--- src/rtl/cp0_epc_stack_pkg.sv ---
// Shared CP0 definitions used by the EPC stack and the other CP0 registers.
//   CP0ADDR_EPC : CP0 register number that MTC0 uses to address EPC.
//   EPC_INI     : EPC reset value. It is stored 64 bits wide, and each user
//                 takes the low WIDTH bits.
//   epc_event_e : the one event that an EPC stack acts on in a cycle, after
//                 the exception > eret > mtc0 priority has been applied.
package cp0_epc_stack_pkg;

  localparam logic [5:0]  CP0ADDR_EPC = 6'd14;
  localparam logic [63:0] EPC_INI     = '0;

  typedef enum logic [2:0] {
    EV_NONE,   // idle, or an exception that the classic EXL rule ignores
    EV_PUSH,   // exception that gets a free entry
    EV_OVF,    // exception in nested mode with every entry in use
    EV_POP,    // eret with at least one entry valid
    EV_UNF,    // eret with no entry valid
    EV_WRITE   // MTC0 to EPC
  } epc_event_e;

endpackage

--- src/rtl/cp0_epc_stack.sv ---
// cp0_epc_stack: holds nested EPC values for a MIPS-style CP0.
//   clk, rst_n          : rising-edge clock and synchronous active-low reset
//   exception, BD,      : exception commit, branch-delay flag, and PC of the
//   exc_pc                excepting instruction
//   eret                : ERET commit; it pops one level
//   mtc0_we, cp0_addr,  : MTC0 write. Only the EPC address has an effect.
//   mtc0_data
//   epc_data            : current top entry, or entry[0] when empty
//   EXL                 : high while at least one level is valid
//   level               : number of valid entries
//   ovf                 : sticky; set by an exception when the stack is full
//   unf                 : one-cycle pulse after an eret on an empty stack
module cp0_epc_stack
  import cp0_epc_stack_pkg::*;
#(
  parameter int unsigned WIDTH = 32,
  parameter int unsigned DEPTH = 4,
  parameter int unsigned NEST  = 1
) (
  input  logic                       clk,
  input  logic                       rst_n,
  input  logic                       exception,
  input  logic                       BD,
  input  logic [WIDTH-1:0]           exc_pc,
  input  logic                       eret,
  input  logic                       mtc0_we,
  input  logic [5:0]                 cp0_addr,
  input  logic [WIDTH-1:0]           mtc0_data,
  output logic [WIDTH-1:0]           epc_data,
  output logic                       EXL,
  output logic [$clog2(DEPTH+1)-1:0] level,
  output logic                       ovf,
  output logic                       unf
);

  localparam int unsigned    LW   = $clog2(DEPTH + 1);
  localparam int unsigned    IW   = (DEPTH > 1) ? $clog2(DEPTH) : 1;
  localparam logic [LW-1:0]  FULL = LW'(DEPTH);
  localparam logic [LW-1:0]  ONE  = LW'(1);

  logic [WIDTH-1:0] entry [DEPTH];
  epc_event_e       ev;
  logic [IW-1:0]    top_idx;
  logic [IW-1:0]    push_idx;
  logic [WIDTH-1:0] push_val;

  // The top of stack is entry[level-1]. When the stack is empty the index
  // falls back to entry[0], so MTC0 writes there and epc_data reads it.
  always_comb begin
    top_idx  = '0;
    if (level != '0) top_idx = IW'(level - ONE);
    // Only used when level < DEPTH, so the value always fits in IW bits.
    push_idx = IW'(level);
    push_val = BD ? (exc_pc - WIDTH'(4)) : exc_pc;
  end

  // Priority: exception > eret > mtc0. A higher-priority request removes
  // any lower one, even when it does nothing itself (for example, a blocked
  // exception in classic mode).
  always_comb begin
    ev = EV_NONE;
    if (exception) begin
      if (level < FULL && (NEST != 0 || level == '0)) ev = EV_PUSH;
      else if (NEST != 0 && level == FULL)             ev = EV_OVF;
      else                                             ev = EV_NONE;
    end else if (eret) begin
      ev = (level != '0) ? EV_POP : EV_UNF;
    end else if (mtc0_we && cp0_addr == CP0ADDR_EPC) begin
      ev = EV_WRITE;
    end
  end

  always_ff @(posedge clk) begin
    if (!rst_n) begin
      level <= '0;
      ovf   <= 1'b0;
      unf   <= 1'b0;
      for (int unsigned i = 0; i < DEPTH; i++) entry[i] <= EPC_INI[WIDTH-1:0];
    end else begin
      unf <= 1'b0;
      unique case (ev)
        EV_PUSH: begin
          entry[push_idx] <= push_val;
          level           <= level + ONE;
        end
        EV_OVF:   ovf <= 1'b1;
        EV_POP: begin
          level <= level - ONE;
          if (level == ONE) ovf <= 1'b0;
        end
        EV_UNF:   unf <= 1'b1;
        EV_WRITE: entry[top_idx] <= mtc0_data;
        default:  ;
      endcase
    end
  end

  assign epc_data = entry[top_idx];
  assign EXL      = (level != '0);

endmodule
--- config.mk ---
export PLATFORM = sky130hd
export DESIGN_NAME = cp0_epc_stack
export DESIGN_NICKNAME = d
export VERILOG_FILES = /design/src/rtl/cp0_epc_stack_pkg.sv /design/src/rtl/cp0_epc_stack.sv
export SDC_FILE = /design/constraint.sdc
export NUM_CORES = 1
export LEC_CHECK = 0
export BUFFER_PORTS_ARGS = -buffer_cell sky130_fd_sc_hd__buf_2
export CAP_MARGIN = 10
export CORE_ASPECT_RATIO = 0.8
export CORE_MARGIN = 3
export CORE_UTILIZATION = 57
export DETAILED_ROUTE_END_ITERATION = 8
export PLACE_DENSITY = 0.8
export SLEW_MARGIN = 10
export SYNTH_ARGS = -nofsm -noshare
export SYNTH_HDL_FRONTEND = slang
export SYNTH_SLANG_ARGS = --single-unit
--- constraint.sdc ---
create_clock -name clk -period 6.6 [get_ports clk]
set_input_delay 0.33 -clock clk [delete_from_list [all_inputs] [get_ports clk]]
set_output_delay 0.33 -clock clk [all_outputs]
set_load 0.01 [all_outputs]
==> impl_results.md <==
- Crit path required time: 6.68 ns
- Syn. warnings: 0
- Setup repair bufs after CTS: 0
- Fmax: 263 MHz
- Critical Path Fanout Max: 65
- Ant. Diodes: 0
- # H-tree levels: 4
- Synth async-reset ratio: 0
- Filler cells: 834
- Max-cap violations: 0
- Crit path max-delay cell type: buf_4
- Worst Tran Pin Value: 1.15 ns
- Peak VDD IR: 0.182 mV
- # setup viols final: 0
- Clock Path Buffers: 2
- Remaining DRCs: 0
- Max-slew violation count: 0
- Core area: 0.0118 mm²
- Leak: 3.27 nW
- DRT Wirelength: 19.7 mm
- Final worst path period need: 3.80 ns
- # port buffers: 113
- 1st-iter DRT viols: 687
- Layout Nets: 825
- Initial antenna violation count: 1
- Post-CTS sizing: 0
- Crit. Startpoint: level[0]
- Hold-fix buffers, CTS: 0
- Overflow after GRT: 0
- Most frequent cells in the layout: edfxtp_1 (128), buf_2 (113), nor2_1 (98), nand2_1 (86), inv_1 (33)
- Initial core utilization: 0.599
- Post-synth EDFFs: 128
- Largest net degree at the start of global routing: 66
- Vias per cell: 6.51
- Worst hold path type: input port to register
- Crit path capture type: register
- Vias in the first global route: 5789
- Final hold violations: 0
- Clock sink count: 133
- Top Ports: 114
- Clk_lat worst skew: 0.41 ns
- Die width: 130 µm
- Netlist cell types: 76
- Top FF cell, synth: edfxtp_1
- Relative slew slack: 0.234
- Total Die Area: 0.0138 mm²
- Die Y: 106 µm
- Floorplan row count: 35
- Period utilisation layout: 0.575
- Power density cells: 297 mW/mm²
- Final Power: 0.00246 W
- CP Class: register to register
- #FFs+latches synth: 133
- Global placer's final weighted congestion: 0.824
- First-pass GRT wire length: 30.8 mm
- Largest stage delay, worst path: 0.57 ns
- RSZ-0062 raised after global routing: false
- Outcome: finished clean
- Post-route ant nets: 0
- RR Startpoint: level[0]
- Seq/Total Area, Yosys: 0.559
- CTS tree: yes
- Share of cells above drive strength 1: 0.246
- GRT Util Overall: 0.295
- Syn-to-layout area delta: 17.0%
- Detailed Place HPWL: 13.1 mm
- Most frequent CP cell: buf_4
- CTS buffer count: 17
- Clock-pin slew on the worst setup and hold paths: 0.05 ns
- Post-route setup TNS: 0 ns
- Crit start category: register
- Hold path start: mtc0_data[22]
- Post-Syn Nets: 727
- Routed len/inst: 21.8 µm
- Cell count after synthesis: 646
- Vias post-DR: 5888
- CP arrival: 3.88 ns
- Clock Skews: 0.00458 ns
- Clk root buf: clkbuf_16
- Cell area after synthesis: 0.00706 mm²
- Number of detailed-route iterations in the first pass: 5
- Average cell area after synthesis: 10.9 µm²
- Worst-path cell chain: clkinv_1 > ha_1 > mux2i_4 > buf_4 > nor3_1 > a2111o_1 > buf_4 > nand2_1 > buf_4
- Most common cell after layout, fill and taps aside: edfxtp_1
==> cell type report <==
class	instances	area, µm²	area share
Inverter	34	128	0.0155
Timing Repair Buffer	125	656	0.0794
Multi-Input combinational cell	433	2780	0.336
Clock inverter	14	143	0.0173
Sequential cell	133	3940	0.478
Tap cell	148	185	0.0224
Clock buffer	17	425	0.0515
==> cells in the mapped netlist, types with 5 or more instances <==
| library cell | n | share of area |
|---|---|---|
| nand2_1 | 86 | 0.046 |
| o22ai_1 | 32 | 0.028 |
| clkbuf_1 | 22 | 0.012 |
| or3_1 | 6 | 0.0053 |
| a22o_1 | 5 | 0.0062 |
| nand3b_1 | 5 | 0.0053 |
| nor3_1 | 13 | 0.0092 |
| inv_1 | 33 | 0.018 |
| nand4_1 | 5 | 0.0044 |
| a32oi_1 | 32 | 0.040 |
| nor4_1 | 7 | 0.0062 |
| ha_1 | 5 | 0.0089 |
| o21ai_0 | 8 | 0.0057 |
| buf_1 | 9 | 0.0048 |
| nor2_1 | 98 | 0.052 |
| dfxtp_1 | 5 | 0.014 |
| nand3_1 | 8 | 0.0057 |
| buf_6 | 6 | 0.0096 |
| xnor2_1 | 9 | 0.011 |
| a21oi_1 | 13 | 0.0092 |
| o211a_1 | 6 | 0.0085 |
| edfxtp_1 | 128 | 0.54 |
| a22oi_1 | 9 | 0.0096 |
==> metrics by stage <==
stage / hold WS, ns / cells / worst slack (ns) / utilization / area, µm²
detailed placement: 0.489 / 873 / 2.83 / 0.653 / 7690
global route: 0.249 / 904 / 2.54 / 0.701 / 8260
finish: 0.246 / 904 / 2.80 / 0.701 / 8260
CTS: 0.230 / 904 / 2.81 / 0.701 / 8260
global placement: 0.471 / 873 / 3.03 / 0.653 / 7690
floorplan: 0.500 / 646 / 1.80 / - / 7060
==> metal layers <==
metal / track usage / routed length, µm
met2: 0.459 / 9290
met1: 0.407 / 7840
met5: 0 / 13
met3: 0.0674 / 2150
met4: 0.109 / 445
==> where the power goes <==
part / internal, W / switching (W)
clock network: 0.000580 / 0.000332
registers: 0.000992 / 0.0000235
logic: 0.000182 / 0.000345
==> cell families after synthesis <==
kind of cell	after synthesis	synth area share
buf+inv	80	0.0528
simple gates	269	0.194
mux	6	0.00886
fa+ha+maj	5	0.00886
flops	133	0.559
compound gates	140	0.161
xor+xnor	13	0.0161
==> state kept, by name, summed over array words and instances (netlist names) <==
name   count
ovf        1
entry    128
level      3
unf        1
==> worst paths after layout <==
path	slack, ns	end	depth (start not counted)
setup / recovery	2.80	entry[1][11]	9
hold / removal	0.25	entry[3][22]	3
setup reg to reg	2.80	entry[1][11]	9
hold reg to reg	0.50	ovf	2
==> worst max-delay path: cells and delay by family (launching register included) <==
family	cells	cell delay (ns)
fa+ha+maj	1	0.33
mux	1	0.18
flops	1	0.48
compound gates	1	0.42
simple gates	2	0.60
buf+inv	4	1.43
Power figures use the tool's default switching activity.
